<file path="config.mk">
export PLATFORM = sky130hd
export DESIGN_NAME = tx_control_flat
export DESIGN_NICKNAME = d
export VERILOG_FILES = /design/src/rtl/tx_control_if.sv /design/src/rtl/tx_control.sv /design/src/flat_wrapper.sv
export SDC_FILE = /design/constraint.sdc
export NUM_CORES = 1
export LEC_CHECK = 0
export CAP_MARGIN = 20
export CORE_MARGIN = 2
export CORE_UTILIZATION = 30
export CTS_CLUSTER_SIZE = 10
export DETAILED_ROUTE_END_ITERATION = 16
export DONT_BUFFER_PORTS = 1
export MAX_ROUTING_LAYER = met4
export PLACE_DENSITY = 0.55
export SLEW_MARGIN = 20
export SYNTH_ARGS = -nofsm -noshare
export SYNTH_HDL_FRONTEND = slang
export SYNTH_SLANG_ARGS = --single-unit
</file>
<file path="constraint.sdc">
create_clock -name clk_in -period 3.5 [get_ports clk_in]
set_input_delay 0.35 -clock clk_in [delete_from_list [all_inputs] [get_ports clk_in]]
set_output_delay 0.35 -clock clk_in [all_outputs]
set_load 0.05 [all_outputs]
</file>
<file path="src/rtl/tx_control_if.sv">
// Host-side bundle of the UART transmit controller: frame config, data, strobe and line outputs.
// The master drives the configuration and strobe; the slave drives the serial line and ready flag.
interface tx_control_if;
    logic        enable_in;
    logic        n_wr_in;
    logic        s_num_in;
    logic [31:0] clk_div_baud_in;
    logic [1:0]  parity_in;
    logic        d_num_in;
    logic [7:0]  data_in;
    logic        tx_out;
    logic        tx_rdy_out;

    modport master (
        output enable_in, n_wr_in, s_num_in, clk_div_baud_in, parity_in, d_num_in, data_in,
        input  tx_out, tx_rdy_out
    );

    modport slave (
        input  enable_in, n_wr_in, s_num_in, clk_div_baud_in, parity_in, d_num_in, data_in,
        output tx_out, tx_rdy_out
    );
endinterface

</file>
<file path="src/rtl/tx_control.sv">
// UART transmitter: one frame per rising write strobe; tx_out falls one clock after the sampled strobe.
// No queuing: strobes while tx_rdy_out is low are dropped; config is latched at frame start.
module tx_control (
    input  logic         clk_in,
    input  logic         reset_in,
    tx_control_if.slave  bus
);
    typedef enum logic [2:0] {IDLE, START, DATA, PARITY, STOP} state_t;

    state_t      state_q, state_d;
    logic [31:0] cnt_q, cnt_d;
    logic [31:0] div_q, div_d;
    logic [7:0]  data_q, data_d;
    logic        d7_q, d7_d;
    logic [1:0]  par_q, par_d;
    logic        s2_q, s2_d;
    logic [2:0]  bit_q, bit_d;
    logic        stop_q, stop_d;
    logic        tx_q, tx_d;
    logic        rdy_q, rdy_d;
    logic        wr_prev_q;

    logic        accept;
    logic        bit_end;
    logic        last_data;
    logic        par_en;
    logic        data_xor;
    logic        par_bit;
    logic [2:0]  bit_nxt;

    assign accept    = bus.n_wr_in && !wr_prev_q && bus.enable_in && (state_q == IDLE);
    assign bit_end   = (cnt_q == div_q - 32'd1);
    assign last_data = (bit_q == (d7_q ? 3'd6 : 3'd7));
    assign par_en    = (par_q == 2'b01) || (par_q == 2'b10);
    // In 7-bit mode bit 7 of the latched byte is never sent, so it must not feed parity.
    assign data_xor  = ^(data_q & {~d7_q, 7'h7F});
    assign par_bit   = (par_q == 2'b01) ? ~data_xor : data_xor;
    assign bit_nxt   = bit_q + 3'd1;

    always_ff @(posedge clk_in or posedge reset_in) begin
        if (reset_in) begin
            state_q   <= IDLE;
            cnt_q     <= 32'd0;
            div_q     <= 32'd1;
            data_q    <= 8'd0;
            d7_q      <= 1'b0;
            par_q     <= 2'b00;
            s2_q      <= 1'b0;
            bit_q     <= 3'd0;
            stop_q    <= 1'b0;
            tx_q      <= 1'b1;
            rdy_q     <= 1'b1;
            wr_prev_q <= 1'b1;
        end else begin
            state_q   <= state_d;
            cnt_q     <= cnt_d;
            div_q     <= div_d;
            data_q    <= data_d;
            d7_q      <= d7_d;
            par_q     <= par_d;
            s2_q      <= s2_d;
            bit_q     <= bit_d;
            stop_q    <= stop_d;
            tx_q      <= tx_d;
            rdy_q     <= rdy_d;
            wr_prev_q <= bus.n_wr_in;
        end
    end

    always_comb begin
        state_d = state_q;
        cnt_d   = cnt_q;
        div_d   = div_q;
        data_d  = data_q;
        d7_d    = d7_q;
        par_d   = par_q;
        s2_d    = s2_q;
        bit_d   = bit_q;
        stop_d  = stop_q;
        tx_d    = tx_q;
        rdy_d   = rdy_q;

        if (state_q != IDLE) begin
            cnt_d = bit_end ? 32'd0 : cnt_q + 32'd1;
        end

        // tx_d carries the level of the state being entered, keeping tx_out a pure register.
        unique case (state_q)
            IDLE: begin
                if (accept) begin
                    state_d = START;
                    cnt_d   = 32'd0;
                    div_d   = (bus.clk_div_baud_in == 32'd0) ? 32'd1 : bus.clk_div_baud_in;
                    data_d  = bus.data_in;
                    d7_d    = bus.d_num_in;
                    par_d   = bus.parity_in;
                    s2_d    = bus.s_num_in;
                    tx_d    = 1'b0;
                    rdy_d   = 1'b0;
                end
            end
            START: begin
                if (bit_end) begin
                    state_d = DATA;
                    bit_d   = 3'd0;
                    tx_d    = data_q[0];
                end
            end
            DATA: begin
                if (bit_end) begin
                    if (!last_data) begin
                        bit_d = bit_nxt;
                        tx_d  = data_q[bit_nxt];
                    end else if (par_en) begin
                        state_d = PARITY;
                        tx_d    = par_bit;
                    end else begin
                        state_d = STOP;
                        stop_d  = 1'b0;
                        tx_d    = 1'b1;
                    end
                end
            end
            PARITY: begin
                if (bit_end) begin
                    state_d = STOP;
                    stop_d  = 1'b0;
                    tx_d    = 1'b1;
                end
            end
            STOP: begin
                if (bit_end) begin
                    if (stop_q == s2_q) begin
                        state_d = IDLE;
                        rdy_d   = 1'b1;
                    end else begin
                        stop_d = 1'b1;
                    end
                    tx_d = 1'b1;
                end
            end
            default: begin
                state_d = IDLE;
                tx_d    = 1'b1;
                rdy_d   = 1'b1;
            end
        endcase
    end

    assign bus.tx_out     = tx_q;
    assign bus.tx_rdy_out = rdy_q;
endmodule

</file>
<file path="src/flat_wrapper.sv">
// flat-port wrapper written by rule: the top's interface ports become plain ports
module tx_control_flat 
  (clk_in, reset_in, bus_enable_in, bus_n_wr_in, bus_s_num_in, bus_clk_div_baud_in, bus_parity_in, bus_d_num_in, bus_data_in, bus_tx_out, bus_tx_rdy_out);
  tx_control_if bus_i ();
  input  logic clk_in;
  input  logic reset_in;
  input wire logic [$bits(bus_i.enable_in)-1:0] bus_enable_in;
  input wire logic [$bits(bus_i.n_wr_in)-1:0] bus_n_wr_in;
  input wire logic [$bits(bus_i.s_num_in)-1:0] bus_s_num_in;
  input wire logic [$bits(bus_i.clk_div_baud_in)-1:0] bus_clk_div_baud_in;
  input wire logic [$bits(bus_i.parity_in)-1:0] bus_parity_in;
  input wire logic [$bits(bus_i.d_num_in)-1:0] bus_d_num_in;
  input wire logic [$bits(bus_i.data_in)-1:0] bus_data_in;
  output wire logic [$bits(bus_i.tx_out)-1:0] bus_tx_out;
  output wire logic [$bits(bus_i.tx_rdy_out)-1:0] bus_tx_rdy_out;
  assign bus_i.enable_in = bus_enable_in;
  assign bus_i.n_wr_in = bus_n_wr_in;
  assign bus_i.s_num_in = bus_s_num_in;
  assign bus_i.clk_div_baud_in = bus_clk_div_baud_in;
  assign bus_i.parity_in = bus_parity_in;
  assign bus_i.d_num_in = bus_d_num_in;
  assign bus_i.data_in = bus_data_in;
  assign bus_tx_out = bus_i.tx_out;
  assign bus_tx_rdy_out = bus_i.tx_rdy_out;
  tx_control u_core (.clk_in(clk_in), .reset_in(reset_in), .bus(bus_i));
endmodule
</file>
==> results_dict.tcl, run 1 <==
set metrics [dict create \
    status "finished, final reports clean" \
    syn_area_sq_mm 0.00511 \
    die_h_um 135 \
    via_per_inst 5.21 \
    end_kind "flop" \
    cp.arrival_ns 3.65 \
    areaGrowthSynthToFinish_pct 20.0 \
    power_mw 2.44 \
    power_density_mw_per_mm2 397 \
    io_buffers 0 \
    synth-seq-area-share_pct 42.2 \
    layout-drive-gt1-share_pct 23.8 \
    dp_hpwl_um 10200 \
    start_util_pct 30.7 \
    wl_per_cell_um 17.7 \
    drtIter0Drc 182 \
    tightest_slew_ns 0.733 \
    setup_slack_ns 0.0675 \
    detail-route-antenna-nets 0 \
    synth_edf_count 0 \
    required_ns 3.72 \
    clkTransAtPathRegs_ns 0.07 \
    yosys_warnings 0 \
    instances_no_fill 788 \
    cts_buffer_depth 2 \
    core_sq_mm 0.0166 \
    p_sw_uw 668 \
    synth_cell_types 60 \
    synth_top_area_cell "dfrtp_1" \
    switching_share_pct 27.4 \
    clock-root-buffer "clkbuf_16" \
    p_int_mw 1.77 \
    synth.avg_cell_area_sq_um 9.83 \
    ys_ff_latch 86 \
    grt_pass1_vias 4168 \
    critPathKind "flop to flop" \
    placed_cell_area_sq_mm 0.00564 \
    final_cell_mix "82 x dfrtp_1, 60 x nor2_1, 41 x xnor2_1, 41 x mux2_2, 40 x buf_4" \
    p_leak_nw 2.67 \
    rows 47 \
    setup.worst_path.start_class "flop" \
    finalCoreUtilization_pct 36.9 \
    synth_top_area_share_pct 40.1 \
    io_pins 50 \
    antenna_found_initial 0 \
    ir_worst_vdd_v 0.000216 \
    ys.flop_type "dfrtp_1" \
    clock-sinks 86 \
    clk_latency_ns 0.34 \
    grtUsageTotal_pct 15.7 \
    clock_skew_ns 0.00918 \
    grt_first_pass_wirelength_um 21800 \
    hp-class "primary input to flop" \
    die_w_um 135 \
    drcViolationCount 0 \
    crit_fanout 7 \
    setup_viol 0 \
    dr_total_vias 4108 \
    relSlewSlack_pct 50.7 \
    dp.cells 761 \
    cts_buffers 9 \
    cts_tree "done" \
    period_needed_ns 3.43 \
    grt_max_degree 41 \
    synthArstFlopShare_pct 100 \
    drv_slew 0 \
    cts_max_level 3 \
    first_pass_iters 4 \
    num-fill-cells 1650 \
    ys_top_cells_by_area "dfrtp_1 40%, mux2_2 9.0%, xnor2_1 7.0%, xor2_1 6.2%, nor2_1 4.5%" \
    seq_power_share_pct 47.1 \
    pwr-share-clk_pct 37.3 \
    die-area_sq_mm 0.0181 \
    final_common_cell "dfrtp_1" \
    synth_cells 520 \
    place_ws_ns -0.0168 \
    place_congestion 0.927 \
    combPwrFrac_pct 15.6 \
    period_share_pct 98.1 \
    num_antenna_cells 0 \
    clock.fmax_mhz 291 \
    layout.nets 615 \
    gr-total-overflow 0 \
    drv_cap 0 \
    hold_violations 0 \
    synth_nets 572 \
    postLayoutCellArea_sq_mm 0.00614 \
    wl_um 14000 \
]
==> state kept, by name, indices dropped and copies added, names as in the netlist <==
name	count
u_core.s2_q	1
u_core.state_q	3
u_core.d7_q	1
u_core.bus.tx_out	1
u_core.wr_prev_q	1
u_core.div_q	32
u_core.par_q	2
u_core.bit_q	3
u_core.stop_q	1
u_core.data_q	8
u_core.cnt_q	32
u_core.bus.tx_rdy_out	1
==> layer usage <==
layer,global-route usage [%],vias up,routed length (um)
met5,-,-,0
met4,4.97,0,320
met3,3.45,30,675
met2,26.4,104,6880
met1,18.8,2014,6090
li1,-,1960,-
==> logic make-up (layout without fill, tap and decap cells) <==
family	count (synthesis)	after routing	synth area share (%)
and+or+nand+nor	222	222	22.9
DFF	86	86	42.2
xor gates and xnor gates	77	77	13.2
AOI/OAI and AO/OA	56	56	7.71
muxes	48	48	10.9
buffers and inverters	27	75	2.13
adders and majority gates	4	4	0.979
==> worst paths after layout <==
path,startpoint,endpoint,slack [ns],cells after the start
min reg2reg,u_core.par_q[0]$_DFFE_PP0P_,u_core.par_q[0]$_DFFE_PP0P_,0.52,1
min,bus_parity_in[1],u_core.par_q[1]$_DFFE_PP0P_,0.14,2
max reg2reg,u_core.div_q[14]$_DFFE_PP0P_,u_core.cnt_q[10]$_DFF_PP0_,0.07,11
max in group asynchronous,reset_in,u_core.div_q[0]$_DFFE_PP1P_,2.26,3
max,u_core.div_q[14]$_DFFE_PP0P_,u_core.cnt_q[10]$_DFF_PP0_,0.07,11
min in group asynchronous,reset_in,u_core.div_q[28]$_DFFE_PP0P_,0.41,2
==> Yosys cell counts (12+ instances only) <==
cell,number
and3_1,12
mux2_2,41
nor2_1,61
o21ai_0,13
xnor2_1,41
nand2_1,36
nand3_1,20
xor2_1,36
nor4_1,21
clkbuf_1,16
dfrtp_1,82
==> timing repair <==
item	CTS	global route
buffers inserted	0	6
pin swaps	0	8
endpoints found under the hold margin	17	0
hold buffers	2	0
endpoints found under the setup margin	25	36
gates resized for setup	1	15
cloned	0	3
==> critical path: stages, from the launching register on <==
cell and delay, ns:
dfrtp_1 0.38, or4_4 0.57, or3_4 0.35, or4_4 0.41, a211o_1 0.30, a22oi_2 0.18, o221ai_2 0.13, or2_4 0.28
buf_12 0.14, o21bai_4 0.29, clkbuf_16 0.23, nor2_1 0.05
==> layout make-up <==
cell class                      count  area (sq um)  share of cell area (%)
Timing Repair Buffer               49           462                    7.52
Tap cell                          220           275                    4.49
Multi-Input combinational cell    407          2920                    47.6
Inverter                           10          38.8                   0.632
Clock buffer                       13           260                    4.24
Clock inverter                      3          20.0                   0.326
Sequential cell                    86          2160                    35.1
==> through the flow <==
step / hold WS, ns / TNS [ns]
after floorplan: 0.354 / 0
after global placement: 0.186 / 0
after detailed placement: 0.191 / -0.0168
after CTS: 0.135 / 0
after global routing: 0.140 / -0.812
final: 0.139 / 0
==> power groups by stage <==
stage	registers (mW)	clock network (mW)	logic [mW]
detailed placement	1.16	0	0.370
global placement	1.16	0	0.363
CTS	1.14	0.925	0.373
global route	1.16	0.975	0.421
finish	1.15	0.908	0.381
floorplan	1.13	0	0.293
Power figures use the tool's default switching activity.
==> run 2: changes to the inputs <==
--- a/config.mk
+++ b/config.mk
@@ -8,6 +8,7 @@
 export CAP_MARGIN = 20
 export CORE_MARGIN = 2
 export CORE_UTILIZATION = 30
+export CTS_CLUSTER_DIAMETER = 40
 export CTS_CLUSTER_SIZE = 10
 export DETAILED_ROUTE_END_ITERATION = 16
 export DONT_BUFFER_PORTS = 1
==> results of run 2 <==
No change in the layout: final DEF, timing and power equal those of run 1.
==> run 3: changes to the inputs <==
--- a/config.mk
+++ b/config.mk
@@ -6,7 +6,6 @@
 export NUM_CORES = 1
 export LEC_CHECK = 0
 export CAP_MARGIN = 20
-export CORE_MARGIN = 2
 export CORE_UTILIZATION = 30
 export CTS_CLUSTER_DIAMETER = 40
 export CTS_CLUSTER_SIZE = 10
==> run 3 against run 2 <==
  * The flow now finishes with violations (hold timing)
  * Via count rose by 1.9%
  * Maximum frequency fell by 0.42%
  * Register-to-register slack barely moved
  * Critical path type unchanged
==> results_dict.tcl, run 3 (same netlist as run 1, synthesis figures left out) <==
set metrics [dict create \
    reg2reg_depth 9 \
    cts_buffer_depth 2 \
    die_h_um 133 \
    layout-drive-gt1-share_pct 25.7 \
    grt_first_pass_wirelength_um 22400 \
    die_w_um 133 \
    setup_slack_ns 0.0530 \
    cp_top_family "simple AND/OR/NAND/NOR gates" \
    drv_cap 0 \
    setup.worst_path.start_class "flop" \
    areaGrowthSynthToFinish_pct 22.4 \
    met3_usage_pct 2.80 \
    period_share_pct 98.5 \
    seq_power_share_pct 42.7 \
    relSlewSlack_pct 51.4 \
    cts_buffers 9 \
    power_mw 2.69 \
    grtUsageTotal_pct 16.7 \
    pwr-share-clk_pct 42.8 \
    critPathKind "flop to flop" \
    dr_total_vias 4188 \
    crit_top_cell "or4_4" \
    end_kind "flop" \
    detail-route-antenna-nets 0 \
    clkTransAtPathRegs_ns 0.07 \
    cts_tree "done" \
    gr-total-overflow 0 \
    core_sq_mm 0.0166 \
    die-area_sq_mm 0.0176 \
    io_buffers 0 \
    cpMaxStageDelayCell "or4_4" \
    clk_latency_ns 0.34 \
    rsz0062_at_grt "true" \
    final_common_cell "dfrtp_1" \
    drtIter0Drc 258 \
    met2_usage_pct 27.7 \
    p_leak_nw 2.72 \
    p_int_mw 1.99 \
    period_needed_ns 3.45 \
    crit_chain "buf_6 -> or4_4 -> or4_4 -> or4_4 -> a211oi_2 -> nand4_1 -> or2_4 -> or3_4 -> mux2_4" \
    clock-sinks 86 \
    dp_hpwl_um 10300 \
    crit_fanout 7 \
    cp.depth 9 \
    clock.fmax_mhz 290 \
    place_ws_ns -0.0376 \
    drv_slew 0 \
    power_density_mw_per_mm2 429 \
    io_pins 50 \
    clock-root-buffer "clkbuf_16" \
    failed_checks "hold timing" \
    clock_skew_ns 0.00795 \
    layout.nets 618 \
    grtUsageMet1_pct 19.6 \
    grt-busiest-layer "met2" \
    ir_worst_vdd_v 0.000257 \
    start_util_pct 30.8 \
    r2r_start "u_core.div_q[6]$_DFFE_PP0P_" \
    num-fill-cells 1676 \
    finalCoreUtilization_pct 37.7 \
    grt_max_degree 57 \
    first_pass_iters 4 \
    setup_viol 0 \
    hold_slack_ns -0.00193 \
    final_cell_mix "82 x dfrtp_1, 60 x nor2_1, 44 x buf_4, 41 x xnor2_1, 41 x mux2_2" \
    p_sw_uw 700 \
    drcViolationCount 0 \
    status "complete, but fails checks" \
    tightest_slew_ns 0.730 \
    via_per_inst 5.29 \
    hold_violations 1 \
    hp-class "primary input to asynchronous set/reset pin" \
    grt_pass1_vias 4309 \
    wl_per_cell_um 18.2 \
    cp-startpoint "u_core.div_q[6]$_DFFE_PP0P_" \
    fin_tns_setup_ns 0 \
    required_ns 3.72 \
    wl_um 14400 \
    cp_slowest_stage_delay_ns 0.53 \
    rows 47 \
    critical_path_buf_inv_count 1 \
    antenna_found_initial 0 \
    cp.arrival_ns 3.67 \
    cts_max_level 3 \
    place_congestion 0.925 \
    switching_share_pct 26.1 \
    num_antenna_cells 0 \
    combPwrFrac_pct 14.6 \
    top_regs "u_core.cnt_q: 32 flops, u_core.div_q: 32 flops, u_core.data_q: 8 flops" \
]
[run 3: cell types whose count changed in the layout (fill, tap and decap cells not counted), sizes merged]
cell,delta
dlygate4sd3,-1
bufinv,+3
buf,+4
inv,+1
clkbuf,-2
clkinv,-2
[run 3: power groups by stage]
stage | Clock (mW) | Sequential (mW) | Combinational, mW
after floorplan | 0 | 1.13 | 0.293
final | 1.15 | 1.15 | 0.392
after CTS | 1.17 | 1.15 | 0.383
after detailed placement | 0 | 1.16 | 0.379
after global routing | 1.20 | 1.16 | 0.437
after global placement | 0 | 1.16 | 0.368
[run 3: layer usage]
metal,share of wire (%),wire length [um]
met2,49,7130
met4,3.4,488
met5,0,0
met3,4.4,640
met1,43,6160
[run 3: per-stage QoR]
step / instance area [sq um] / std cells
finish: 6260 / 791
global placement: 5640 / 763
detailed placement: 5640 / 763
CTS: 6030 / 781
floorplan: 5110 / 520
global route: 6260 / 791
[run 3: area by class of cell]
| cell class | count | area, sq um | area share [%] |
|---|---|---|---|
| inverter | 10 | 40.0 | 0.640 |
| timing repair buffer | 52 | 468 | 7.48 |
| clock inverter | 5 | 105 | 1.68 |
| clock buffer | 11 | 253 | 4.04 |
| sequential | 86 | 2160 | 34.5 |
| tap | 220 | 275 | 4.40 |
| multi-input combinational | 407 | 2960 | 47.3 |
[run 3: final timing paths]
path | end | slack (ns)
max | u_core.bit_q[0]$_DFFE_PP0P_ | 0.05
min | u_core.data_q[2]$_DFFE_PP0P_ | -0.002
max reg2reg | u_core.bit_q[0]$_DFFE_PP0P_ | 0.05
min reg2reg | u_core.par_q[0]$_DFFE_PP0P_ | 0.52
max in group asynchronous | u_core.cnt_q[25]$_DFF_PP0_ | 2.61
min in group clk_in | u_core.par_q[1]$_DFFE_PP0P_ | 0.14
[run 3: repair_timing]
action / in CTS / in global routing
hold buffers: 1 / 0
pin swaps: 0 / 14
setup buffers: 1 / 7
endpoints found under the setup margin: 32 / 37
gates cloned: 0 / 3
hold endpoints to repair: 1 / 0
gates resized for setup: 3 / 20
